===== src/rtl/wb_pkg.sv =====
// Shared definitions for the writeback stage: FSM states and fixed register numbers.
package wb_pkg;

    typedef enum logic {
        RUN    = 1'b0,
        HALTED = 1'b1
    } wb_state_t;

    localparam logic [4:0]  REG_ZERO = 5'd0;
    localparam logic [4:0]  REG_RA   = 5'd31;
    localparam logic [31:0] SENTINEL = 32'hffff_ffff;

endpackage


===== src/rtl/wb_select.sv =====
// Writeback mux: picks the destination register and the write data for one MEM/WB slot.
module wb_select
    import wb_pkg::*;
(
    input  logic        i_jump_link,
    input  logic        i_mem_to_reg,
    input  logic [4:0]  i_write_reg,
    input  logic [31:0] i_alu_out,
    input  logic [31:0] i_read_data,
    input  logic [31:0] i_pc_plus4,
    output logic [4:0]  o_addr,
    output logic [31:0] o_data
);

    always_comb begin
        o_addr = i_jump_link ? REG_RA : i_write_reg;
        if (i_jump_link)
            o_data = i_pc_plus4;
        else if (i_mem_to_reg)
            o_data = i_read_data;
        else
            o_data = i_alu_out;
    end

endmodule


===== src/rtl/wb_stage.sv =====
// MEM/WB register with retire counter and end-of-program halt detection.
module wb_stage
    import wb_pkg::*;
(
    input  logic        CLK,
    input  logic        RST,
    input  logic        ValidM,
    input  logic        RegWriteM,
    input  logic        MemtoRegM,
    input  logic        JumpLinkM,
    input  logic        HaltM,
    input  logic [4:0]  WriteRegM,
    input  logic [31:0] ALUOutM,
    input  logic [31:0] ReadDataM,
    input  logic [31:0] PCPlus4M,
    input  logic        StallW,
    input  logic        FlushW,
    output logic        RegWriteW,
    output logic [4:0]  wb_addr,
    output logic [31:0] wb_data,
    output logic [31:0] retire_count,
    output logic        halt_done
);

    wb_state_t   r_state, w_state_next;
    logic        r_we, w_we_next;
    logic [4:0]  r_addr, w_addr_next;
    logic [31:0] r_data, w_data_next;
    logic [31:0] r_retire_count, w_cnt_next;
    logic        r_halt, w_halt_next;
    logic [4:0]  w_sel_addr;
    logic [31:0] w_sel_data;
    logic        w_take;

    wb_select u_select (
        .i_jump_link  (JumpLinkM),
        .i_mem_to_reg (MemtoRegM),
        .i_write_reg  (WriteRegM),
        .i_alu_out    (ALUOutM),
        .i_read_data  (ReadDataM),
        .i_pc_plus4   (PCPlus4M),
        .o_addr       (w_sel_addr),
        .o_data       (w_sel_data)
    );

    // A slot is taken only when it is real and neither flushed nor stalled.
    assign w_take = ValidM && !FlushW && !StallW;

    always_ff @(posedge CLK) begin
        if (RST) begin
            r_state        <= RUN;
            r_we           <= 1'b0;
            r_addr         <= REG_ZERO;
            r_data         <= '0;
            r_retire_count <= '0;
            r_halt         <= 1'b0;
        end else begin
            r_state        <= w_state_next;
            r_we           <= w_we_next;
            r_addr         <= w_addr_next;
            r_data         <= w_data_next;
            r_retire_count <= w_cnt_next;
            r_halt         <= w_halt_next;
        end
    end

    always_comb begin
        w_state_next = r_state;
        if (r_state == RUN && w_take && HaltM)
            w_state_next = HALTED;
    end

    always_comb begin
        w_we_next   = r_we;
        w_addr_next = r_addr;
        w_data_next = r_data;
        w_cnt_next  = r_retire_count;
        w_halt_next = r_halt;
        if (r_state == HALTED) begin
            w_we_next   = 1'b0;
            w_halt_next = 1'b1;
        end else if (FlushW || (!StallW && !ValidM)) begin
            w_we_next = 1'b0;
        end else if (w_take && HaltM) begin
            w_we_next   = 1'b0;
            w_halt_next = 1'b1;
        end else if (w_take) begin
            w_we_next   = (RegWriteM || JumpLinkM) && (w_sel_addr != REG_ZERO);
            w_addr_next = w_sel_addr;
            w_data_next = w_sel_data;
            if (r_retire_count != SENTINEL)
                w_cnt_next = r_retire_count + 32'd1;
        end
    end

    assign RegWriteW    = r_we;
    assign wb_addr      = r_addr;
    assign wb_data      = r_data;
    assign retire_count = r_retire_count;
    assign halt_done    = r_halt;

endmodule


===== config.mk =====
export PLATFORM = sky130hd
export DESIGN_NAME = wb_stage
export DESIGN_NICKNAME = d
export VERILOG_FILES = /design/src/rtl/wb_pkg.sv /design/src/rtl/wb_select.sv /design/src/rtl/wb_stage.sv
export SDC_FILE = /design/constraint.sdc
export NUM_CORES = 1
export LEC_CHECK = 0
export CORE_ASPECT_RATIO = 1.1
export CORE_MARGIN = 2
export CORE_UTILIZATION = 41
export CTS_CLUSTER_SIZE = 12
export DETAILED_ROUTE_END_ITERATION = 7
export PLACE_DENSITY_LB_ADDON = 0.2
export REMOVE_ABC_BUFFERS = 1
export SLEW_MARGIN = 25
export SYNTH_ARGS = -nofsm -noshare
export SYNTH_HDL_FRONTEND = slang
export SYNTH_SLANG_ARGS = --single-unit
export TNS_END_PERCENT = 10

===== constraint.sdc =====
create_clock -name CLK -period 2.73 [get_ports CLK]
set_clock_uncertainty 0.1 [all_clocks]
set_input_delay 0.819 -clock CLK [delete_from_list [all_inputs] [get_ports CLK]]
set_output_delay 0.819 -clock CLK [all_outputs]
set_load 0.01 [all_outputs]

==> results.md, run 1 <==
* Share of the cycle needed by the critical path after routing at between 90% and 100%
* Switching part of the total at 22.6%
* Buffers inserted during post-CTS setup optimization at 0
* Compound-cell area share of the yosys netlist at about 17%
* Sequential share of power at between 40% and 50%
* Number of global-route vias before repair at around 4,000
* Setup Viol. Count Final at 0
* Net switching power figure at roughly 0.00054 W
* Final min period at 2.55 ns
* Final worst hold slack at 0.354 ns
* Netlist area before placement at approximately 0.0038 mm2
* Overflow left after global routing at 0
* Fin nets at roughly 780
* Largest driver fanout on the critical path at 6
* XOR/XNOR share of the synthesized area at 1.16%
* Remaining max-slew budget at the tightest pin at between 50% and 60%
* Sink of the worst hold path: wb_data[18]
* Met2 Track Usage GR at between 40% and 50%
* Standard-cell row count at 36
* Routability cong. at 0.933
* Final core occ at roughly two thirds
* Number of top-level design ports at 181
* Wire length of the first global-routing pass at about 19,000 um
* Clock tree from TritonCTS: done
* Post-place setup slack at -0.200 ns
* Starting density of the core at between 40% and 50%
* Remaining antenna violation count at 0
* Fin. max-slew vios at 0
* Min-Delay Startpoint: wb_data[18]
* Die Footprint at 0.00996 mm2
* Routed Wire Length at between 10,000 and 15,000 um
* Clk pin slew, worst setup/hold paths at around 0.08 ns
* Data arrival at the endpoint of the critical path at ~2.7 ns
* Count of instances resized after the clock tree is built at 0
* Result of the run: finished, final reports clean
* Max-cap violations at 0
* Total via count in the routed design at a little over 4,000
* First drt pass iteration count at 4
* CTS max path bufs at 2
* Clock Power Share at between 40% and 50%
* Yosys warning total at 0
* Internal cell power at about 0.0018 W
* Maximum number of pins on one net before global-route repair at 39
* Type of the tightest min-delay check: reg -> reg
* Dominant combinational cell family by area after synthesis: simple AND/OR/NAND/NOR gates
* Share of cells above drive strength 1 at roughly a tenth
* Crit. End Element: register
* DRC errors left at 0
* Combinational group share of total power at between 10 and 15%
* Clock latency on the worst-skew pair at about 0.34 ns
* Beginning of the worst register-to-register path: retire_count[2]
* Setup Crit Path Kind: in -> reg
* Routed length per placed instance at ~15 um
* Per-instance average area after synthesis at 7.79 um2
* Total count of hold-check failures in the final report at 0
* Count of cells along the worst hold path at 2
* Register bit count reported by yosys at 72
* Distinct cells, synth at 49
* Initial DRC Count at about 130
* Cell leakage power at approximately 2.1 nW
* Post-CTS Hold Buffers at 0
* Clock sink count at just over 70
* Transition time at the pin with the least slew margin at roughly 0.63 ns
* Share of cell area taken by muxes after synthesis at 10.7%
* Most used flip-flop cell after synthesis: sky130_fd_sc_hd__dfxtp_1
* Highest ir drop seen on vdd at between 200 and 300 uV
* Die height at 104 um
* Clock buffers created by TritonCTS at 9
* HPWL Detailed at between 8000 and 9000 um
* Crit path setup slack, layout at about 0.18 ns
* Worst Setup Start Kind: primary input
* Routing layer with the top usage in global route: met2
* Worst reg2reg path depth at 5
* H-Tree Depth at 3
* Final instance count without filler cells at 786
* Timing-limited maximum frequency at around 0.39 GHz
* Area share of and/or/nand/nor cells after synthesis at between 20 and 30%
* Vias per cell at roughly 5.2
* Gate count of the mapped netlist at ~480
* Area of the core at just under 0.009 mm2
* FF-to-FF End: retire_count[7]
* Die X-Extent at about 95 um
* # placed instances at slightly below 800
* Sequential share of the synthesized area at a little under two fifths
* Initial antenna violation count at 1
* Async set-or-reset flop fraction in the synthesized netlist at 0%
* Total global routing track utilization at approximately a quarter
* Post-synth EDFFs at 0
* Number of I/O port buffers at between 150 and 200
* Setup repair after global routing missed its margin: no
* Met1 Resource Use GR at 26.8%
* Power density over the cells at 398 mW/mm2
* Data required time of the worst path at about 2.9 ns
* Antenna diode instance count at 0
* Reg-to-reg slack, setup at approximately 0.39 ns
* Synthesis-to-finish area growth at 59.4%
* Area share of fa/ha/maj cells after synthesis at less than 1%
* GR Util met3 at approximately 5.9%
* CTS Root Cell: sky130_fd_sc_hd__clkbuf_8
* Post-route total power at around 0.0024 W
==> final cells by class <==
| cell class | instances | area (um2) |
|---|---|---|
| clock inverter | 4 | 76.3 |
| clock buffer | 12 | 155 |
| sequential | 72 | 1440 |
| multi-input combinational | 375 | 2160 |
| fill | 737 | 2880 |
| tap | 114 | 143 |
| timing repair buffer | 206 | 2010 |
| inverter | 3 | 11.3 |
==> metrics by stage <==
step / TNS [ns] / instance area [um2]
2_1_floorplan: -5.37 / 3610
3_3_place_gp: -0.755 / 5760
3_5_place_dp: -1.36 / 5760
4_1_cts: 0 / 6000
5_1_grt: 0 / 6000
6_report: 0 / 6000
==> worst max-delay path by stage <==
| stage | slack [ns] | endpoint | startpoint | depth (start not counted) |
|---|---|---|---|---|
| after global placement | -0.15 | retire_count[28] | ValidM | 7 |
| after detailed placement | -0.20 | retire_count[28] | ValidM | 7 |
| after CTS | 0.16 | retire_count[28] | ValidM | 7 |
| final | 0.18 | retire_count[22] | ValidM | 8 |
| after global routing | 0.006 | retire_count[14] | ValidM | 7 |
| after floorplan | -0.56 | retire_count[28] | StallW | 5 |
==> state kept, by name, summed over array words and instances, names as in the netlist <==
signal,cells
r_state,1
retire_count,32
wb_addr,5
wb_data,32
RegWriteW,1
halt_done,1
==> cells in the mapped netlist (all sizes together), types with 3 or more instances <==
master  instances  area (um2)
nor2b           5        31.3
or4             9        75.1
or3            10        68.8
a21oi          52         260
clkbuf         25         104
o21ai          44         220
nor2           30         115
dfxtp          72        1440
xnor2           5        43.8
and2            3        18.8
inv             3        11.3
nand4          17         121
o31ai           8        60.1
and4            6        53.8
mux2            7        82.6
nand3           4        20.0
mux2i          32         320
buf             8        48.8
nand2         108         405
nor3           12        71.3
nor4            4        31.3
==> power by group through the flow <==
stage                logic, W  registers (W)  clock network (W)
floorplan           0.0000830        0.00110                  0
global placement     0.000349        0.00110                  0
detailed placement   0.000352        0.00110                  0
CTS                  0.000352        0.00107           0.000986
global route         0.000382        0.00107            0.00103
finish               0.000350        0.00107           0.000967
==> routing by layer <==
layer,vias to the layer above,wire length (um)
met5,-,0
met2,148,5830
met3,17,795
met4,0,185
met1,1861,4700
li1,2095,-
==> worst max-delay path, cell delays in order <==
cell and delay, ns:
sky130_fd_sc_hd__clkdlybuf4s50_1 0.47, sky130_fd_sc_hd__nor3b_1 0.18, sky130_fd_sc_hd__buf_4 0.17, sky130_fd_sc_hd__and2_2 0.20, sky130_fd_sc_hd__buf_12 0.12, sky130_fd_sc_hd__nand4_1 0.16
sky130_fd_sc_hd__or3_2 0.45, sky130_fd_sc_hd__a21oi_1 0.15
==> logic make-up after synthesis <==
| kind of cell | count (synthesis) |
|---|---|
| mux | 39 |
| compound gates | 114 |
| fa+ha+maj | 1 |
| buf+inv | 36 |
| xor+xnor | 5 |
| flops | 72 |
| simple gates | 216 |
==> placed cells by master, fill, tap and decap left out, types with 6 or more instances in the layout <==
master,instances
sky130_fd_sc_hd__dfxtp_1,72
sky130_fd_sc_hd__a21oi_1,52
sky130_fd_sc_hd__mux2_2,6
sky130_fd_sc_hd__mux2i_1,32
sky130_fd_sc_hd__clkbuf_8,11
sky130_fd_sc_hd__nand2_1,106
sky130_fd_sc_hd__nor3_1,11
sky130_fd_sc_hd__nand4_1,16
sky130_fd_sc_hd__o21ai_0,43
sky130_fd_sc_hd__clkdlybuf4s50_1,177
sky130_fd_sc_hd__nor2_1,29
sky130_fd_sc_hd__o31ai_1,8
sky130_fd_sc_hd__buf_4,24
(Power assumes the default switching activity.)
==> run 2: changes to the inputs <==
REMOVE_ABC_BUFFERS = unset   (was 1)
==> run 2 against run 1 <==
Compared with the run above:
- non-clock buffer count is 2 lower
- largest power group unchanged
- die area is the same
- sequential share of layout area is 0.39 points higher
- register-to-register slack better by 0.09 ns
- flip-flop and latch count unchanged
- critical path type unchanged
- via count decreased by 0.29%
- worst hold slack gained 0.0020 ns
- core utilization shrank 1.1 points
- clock power is 27% lower
- first-iteration DRC count down 29%
==> results.md, run 2 (synthesis results as in run 1) <==
* Setup Crit Path Kind: in -> reg (unchanged)
* Result of the run: finished, final reports clean (unchanged)
* Initial DRC Count at 91 (was 128)
* Longest individual stage delay on the worst path at 0.51 ns (was 0.47 ns)
* Starting density of the core at 42.4% (unchanged)
* Setup repair after global routing missed its margin: no (unchanged)
* Ordered list of cells on the worst path: clkdlybuf4s50_1 -> nor3b_1 -> buf_4 -> and2_2 -> nand2_1 -> buf_4 -> or4_1 -> a21oi_1 (was clkdlybuf4s50_1 -> nor3b_1 -> buf_4 -> and2_2 -> buf_12 -> nand4_1 -> or3_2 -> a21oi_1)
* Total count of hold-check failures in the final report at 0 (unchanged)
* Highest ir drop seen on vdd at 169 uV (was 266 uV)
* CTS Root Cell: sky130_fd_sc_hd__clkbuf_8 (unchanged)
* Crit. End Element: register (unchanged)
* Standard-cell row count at 36 (unchanged)
* Die Footprint at 0.00996 mm2 (unchanged)
* # placed instances at 768 (was 770)
* Vias per cell at 5.25 (was 5.24)
* Data required time of the worst path at 2.90 ns (was 2.91 ns)
* Clk pin slew, worst setup/hold paths at 0.08 ns (about the same)
* Clock buffers created by TritonCTS at 9 (unchanged)
* Wire length of the first global-routing pass at 18,700 um (about the same)
* H-Tree Depth at 3 (unchanged)
* Cell repeated most along the worst path: sky130_fd_sc_hd__buf_4
* Fin. max-slew vios at 0 (unchanged)
* Max-cap violations at 0 (unchanged)
* Fin nets at 776 (was 778)
* Final min period at 2.64 ns (was 2.55 ns)
* Setup Viol. Count Final at 0 (unchanged)
* Crit path setup slack, layout at 0.0928 ns (was 0.177 ns)
* Antenna diode instance count at 0 (unchanged)
* Leading cell types in the layout, fill and taps excluded: sky130_fd_sc_hd__clkdlybuf4s50_1, sky130_fd_sc_hd__nand2_1, sky130_fd_sc_hd__dfxtp_1 (unchanged)
* Type of the tightest min-delay check: reg -> reg (unchanged)
* Final core occ at 66.5% (was 67.6%)
* Synthesis-to-finish area growth at 56.8% (was 59.4%)
* Die X-Extent at 95.4 um (unchanged)
* Buffers inserted during post-CTS setup optimization at 0 (unchanged)
* Clock tree from TritonCTS: done (unchanged)
* Post-CTS Hold Buffers at 0 (unchanged)
* Cell leakage power at 2.10 nW (was 2.14 nW)
* Most common library cell in the layout ignoring fill and taps: sky130_fd_sc_hd__clkdlybuf4s50_1 (unchanged)
* Share of the cycle needed by the critical path after routing at 96.6% (was 93.5%)
* Standard cell with the maximum stage delay on the critical path: sky130_fd_sc_hd__clkdlybuf4s50_1 (unchanged)
* HPWL Detailed at 9010 um (was 8920 um)
* Number of I/O port buffers at 180 (unchanged)
* Worst Setup Start Kind: primary input (unchanged)
* Power density over the cells at 360 mW/mm2 (was 398 mW/mm2)
* Clock sink count at 72 (unchanged)
* Largest driver fanout on the critical path at 8 (was 6)
* Die height at 104 um (unchanged)
* DRC errors left at 0 (unchanged)
* Synthesized netlist net count at slightly below 600
* Overflow left after global routing at 0 (unchanged)
* Number of global-route vias before repair at 4,015 (was 4,040)
* Timing-limited maximum frequency at 0.379 GHz (was 0.392 GHz)
* Routed length per placed instance at 14.7 um (was 14.6 um)
* Number of top-level design ports at 181 (unchanged)
* Transition time at the pin with the least slew margin at 0.534 ns (was 0.631 ns)
* Data arrival at the endpoint of the critical path at 2.80 ns (was 2.73 ns)
* Total global routing track utilization at 23.7% (was 23.4%)
* Initial antenna violation count at 0 (was 1)
* Count of instances resized after the clock tree is built at 0 (unchanged)
* Routability cong. at 0.928 (was 0.933)
* Post-place setup slack at -0.215 ns (was -0.200 ns)
* Routed Wire Length at 11,500 um (about the same)
* Maximum number of pins on one net before global-route repair at 47 (was 39)
* Clock latency on the worst-skew pair at 0.34 ns (about the same)
* First drt pass iteration count at 4 (unchanged)
* Remaining antenna violation count at 0 (unchanged)
* Final instance count without filler cells at 783 (was 786)
* Share of cells above drive strength 1 at 9.72% (was 10.4%)
* CTS max path bufs at 2 (unchanged)
* Total via count in the routed design at 4,109 (was 4,121)
* Remaining max-slew budget at the tightest pin at 63.5% (was 57.6%)
* Final worst hold slack at 0.356 ns (was 0.354 ns)
* Area of the core at 0.00887 mm2 (unchanged)
run 2: cell types whose count changed in the layout (fill, tap and decap cells not counted), moves of 2 or more:
cell / before / now
sky130_fd_sc_hd__clkbuf_8: 11 / 9
sky130_fd_sc_hd__buf_4: 24 / 22
sky130_fd_sc_hd__bufinv_16: 2 / 0
sky130_fd_sc_hd__clkinv_2: 0 / 3
run 2: where the power goes:
| part | internal [W] | leakage [nW] | switching [W] | total (W) |
|---|---|---|---|---|
| Sequential | 0.00106 | 0.581 | 0.00000846 | 0.00107 |
| Clock | 0.000321 | 0.0789 | 0.000384 | 0.000705 |
| Combinational | 0.000218 | 1.43 | 0.000132 | 0.000350 |
| Total | 0.00160 | 2.10 | 0.000525 | 0.00213 |
run 2: metal layers:
metal	routed length [um]	global-route usage [%]	share of wire (%)	vias to the layer above
li1	-	-	-	2075
met1	4610	27.2	40	1875
met2	5880	41.4	51	141
met3	795	6.01	6.9	18
met4	198	8.59	1.7	0
met5	0	0	0	-
run 2: layout make-up:
type                       count  area, um2
sequential                    72       1440
inverter                       3       11.3
tap                          114        143
multi-input combinational    375       2160
fill                         755       2970
timing repair buffer         204       1990
clock inverter                 4       22.5
clock buffer                  11        131
run 2: critical path, delay by kind of cell:
family	cells	cell delay (ns)
and+or+nand+nor	4	0.95
AOI/OAI and AO/OA	1	0.18
buffers and inverters	3	0.84
run 2: path summary, 6_finish.rpt:
kind	startpoint	end	slack, ns	cells after the start
hold / removal	wb_data[8]	wb_data[8]	0.36	2
setup reg to reg	retire_count[8]	retire_count[29]	0.48	6
setup / recovery	ValidM	retire_count[29]	0.09	8
hold reg to reg	wb_data[8]	wb_data[8]	0.36	2
run 2: metrics by stage:
stage,TNS (ns),power [W],area (um2)
2_1_floorplan,0,0.00122,3760
4_1_cts,0,0.00214,5900
6_report,0,0.00213,5900
3_5_place_dp,-1.53,0.00145,5750
3_3_place_gp,-0.824,0.00144,5750
5_1_grt,0,0.00222,5900
==> run 3: changes to the inputs <==
PLACE_DENSITY = 0.82   (was unset)
PLACE_DENSITY_LB_ADDON = unset   (was 0.2)
==> run 3 against run 2 <==
Compared with the run above:
- sequential power about the same
- clock power up 1%
- register-to-register slack worse by 0.11 ns
- first-iteration DRC count up 74%
- non-clock buffer count up 1
- count of clock-buffer cells in the layout up 2
- cell count unchanged
- critical path type unchanged
- die area unchanged
- combinational power about the same
- maximum frequency up 0.21%
- flip-flop and latch count unchanged
==> results.md, run 3 (synthesis results as in run 1) <==
* Result of the run: finished, final reports clean (unchanged)
* Worst Setup Start Kind: primary input (unchanged)
* Count of instances resized after the clock tree is built at 0 (unchanged)
* Starting density of the core at 42.4% (unchanged)
* Timing-limited maximum frequency at 0.380 GHz (was 0.379 GHz)
* Setup Crit Path Kind: in -> reg (unchanged)
* Share of the cycle needed by the critical path after routing at 96.4% (was 96.6%)
* Post-CTS Hold Buffers at 0 (unchanged)
* Leading cell types in the layout, fill and taps excluded: sky130_fd_sc_hd__clkdlybuf4s50_1, sky130_fd_sc_hd__nand2_1, sky130_fd_sc_hd__dfxtp_1 (unchanged)
* Power density over the cells at 362 mW/mm2 (was 360 mW/mm2)
* Crit path setup slack, layout at 0.0984 ns (was 0.0928 ns)
* Routed length per placed instance at 14.7 um (about the same)
* Area of the core at 0.00887 mm2 (unchanged)
* Routed Wire Length at 11,500 um (about the same)
* Post-place setup slack at -0.225 ns (was -0.215 ns)
* Longest individual stage delay on the worst path at 0.54 ns (was 0.51 ns)
* Beginning of the worst register-to-register path: retire_count[18] (was retire_count[8])
* Share of cells above drive strength 1 at 9.57% (was 9.72%)
* Data required time of the worst path at 2.84 ns (was 2.90 ns)
* Max-cap violations at 0 (unchanged)
* DRC errors left at 0 (unchanged)
* Min-Delay Startpoint: wb_data[8] (unchanged)
* CTS max path bufs at 2 (unchanged)
* Die height at 104 um (unchanged)
* Clock sink count at 72 (unchanged)
* Type of the tightest min-delay check: reg -> reg (unchanged)
* CTS Root Cell: sky130_fd_sc_hd__clkbuf_8 (unchanged)
* Standard-cell row count at 36 (unchanged)
* Post-route total power at 0.00214 W (was 0.00213 W)
* Total via count in the routed design at 4,180 (was 4,109)
* Data arrival at the endpoint of the critical path at 2.74 ns (was 2.80 ns)
* Die Footprint at 0.00996 mm2 (unchanged)
* Met3 routed WL at 979 um (was 795 um)
* Highest ir drop seen on vdd at 158 uV (was 169 uV)
* Initial DRC Count at 158 (was 91)
* Final instance count without filler cells at 783 (unchanged)
* Fin. max-slew vios at 0 (unchanged)
* Clock latency on the worst-skew pair at 0.35 ns (was 0.34 ns)
* Setup repair after global routing missed its margin: no (unchanged)
* Initial antenna violation count at 0 (unchanged)
* Total cell area at the placement stage at 0.00576 mm2 (was 0.00575 mm2)
* Metal-1 WL at 4380 um (was 4610 um)
* Number of top-level design ports at 181 (unchanged)
* Final min period at 2.63 ns (was 2.64 ns)
* Transition time at the pin with the least slew margin at 0.628 ns (was 0.534 ns)
* Largest driver fanout on the critical path at 5 (was 8)
* Fin nets at 777 (was 776)
* Area of all placed cells without fillers at 0.00591 mm2 (was 0.00590 mm2)
* Setup Viol. Count Final at 0 (unchanged)
* CP bufs+invs at 2 (was 3)
* Cell leakage power at 2.10 nW (about the same)
* Total count of hold-check failures in the final report at 0 (unchanged)
* Wire length of the first global-routing pass at 18,700 um (about the same)
* Most common library cell in the layout ignoring fill and taps: sky130_fd_sc_hd__clkdlybuf4s50_1 (unchanged)
* Source of the critical timing path: ValidM (unchanged)
* HPWL Detailed at 8900 um (was 9010 um)
* Total global routing track utilization at 23.3% (was 23.7%)
* Buffers inserted during post-CTS setup optimization at 0 (unchanged)
* Synthesized netlist net count at 594 (unchanged)
* Die X-Extent at 95.4 um (unchanged)
* Clk pin slew, worst setup/hold paths at 0.07 ns (was 0.08 ns)
* H-Tree Depth at 3 (unchanged)
* Maximum number of pins on one net before global-route repair at 53 (was 47)
* Crit. End Element: register (unchanged)
* Top layer in use: met4 (unchanged)
* First drt pass iteration count at 5 (was 4)
* Met2 wirelength from detailed routing at 5840 um (was 5880 um)
* Final worst hold slack at 0.354 ns (was 0.356 ns)
* Number of I/O port buffers at 180 (unchanged)
* Synthesis-to-finish area growth at 57.0% (was 56.8%)
* Remaining max-slew budget at the tightest pin at 57.8% (was 63.5%)
* Vias per cell at 5.34 (was 5.25)
* Clock buffers created by TritonCTS at 9 (unchanged)
* Routability cong. at 0.897 (was 0.928)
* Remaining antenna violation count at 0 (unchanged)
* # placed instances at 769 (was 768)
* Antenna diode instance count at 0 (unchanged)
* Number of global-route vias before repair at 4,059 (was 4,015)
* Standard cell with the maximum stage delay on the critical path: sky130_fd_sc_hd__a2111oi_0 (was sky130_fd_sc_hd__clkdlybuf4s50_1)
* Gate family responsible for the most delay along the worst path: buffers and inverters (was simple AND/OR/NAND/NOR gates)
* Clock tree from TritonCTS: done (unchanged)
* Ordered list of cells on the worst path: clkdlybuf4s50_1 -> nor3b_1 -> buf_4 -> nand4_1 -> a2111oi_0 -> xnor2_1 -> nor2_1 (was clkdlybuf4s50_1 -> nor3b_1 -> buf_4 -> and2_2 -> nand2_1 -> buf_4 -> or4_1 -> a21oi_1)
* Overflow left after global routing at 0 (unchanged)
[run 3: cell count changes in the layout (fill, tap and decap cells not counted)]
| cell | before | now |
|---|---|---|
| sky130_fd_sc_hd__clkbuf_8 | 9 | 10 |
| sky130_fd_sc_hd__clkinvlp_4 | 1 | 0 |
| sky130_fd_sc_hd__clkinv_2 | 3 | 1 |
| sky130_fd_sc_hd__clkbuf_1 | 2 | 3 |
| sky130_fd_sc_hd__buf_4 | 22 | 23 |
[run 3: metrics by stage]
stage | setup TNS, ns | util [%]
detailed placement | -1.56 | 64.9
global placement | -0.607 | 64.9
global route | 0 | 66.6
floorplan | 0 | -
CTS | 0 | 66.6
finish | 0 | 66.6
[run 3: path summary, 6_finish.rpt]
check | to | slack [ns] | cells after the start
worst max-delay path | retire_count[14] | 0.1 | 7
worst min-delay path | wb_data[8] | 0.35 | 2
worst max register to register | retire_count[7] | 0.37 | 5
worst min register to register | wb_data[8] | 0.35 | 2
[run 3: per-layer routing]
| layer | vias to the layer above | track usage (%) |
|---|---|---|
| met2 | 187 | 40.3 |
| met3 | 24 | 5.22 |
| met5 | - | 0 |
| met1 | 1892 | 27.0 |
| li1 | 2077 | - |
| met4 | 0 | 10.2 |
[run 3: power breakdown]
group          total [W]  switching (W)  internal [W]
combinational   0.000353       0.000132      0.000220
sequential       0.00107     0.00000815       0.00106
clock           0.000714       0.000369      0.000345
total            0.00214       0.000510       0.00163
[run 3: cell type report]
cell class	instances	area [um2]
Clock inverter	1	5.00
Multi-Input combinational cell	375	2160
Fill cell	729	2960
Sequential cell	72	1440
Tap cell	114	143
Clock buffer	13	149
Inverter	3	11.3
Timing Repair Buffer	205	2000
[run 3: worst reg2reg max path, cell delays in order, from the launching register on]
cell	delay, ns
sky130_fd_sc_hd__dfxtp_1	0.53
sky130_fd_sc_hd__nand4_4	0.19
sky130_fd_sc_hd__or4_4	0.62
sky130_fd_sc_hd__nor3_4	0.41
sky130_fd_sc_hd__nor2_2	0.09
sky130_fd_sc_hd__mux2_4	0.30
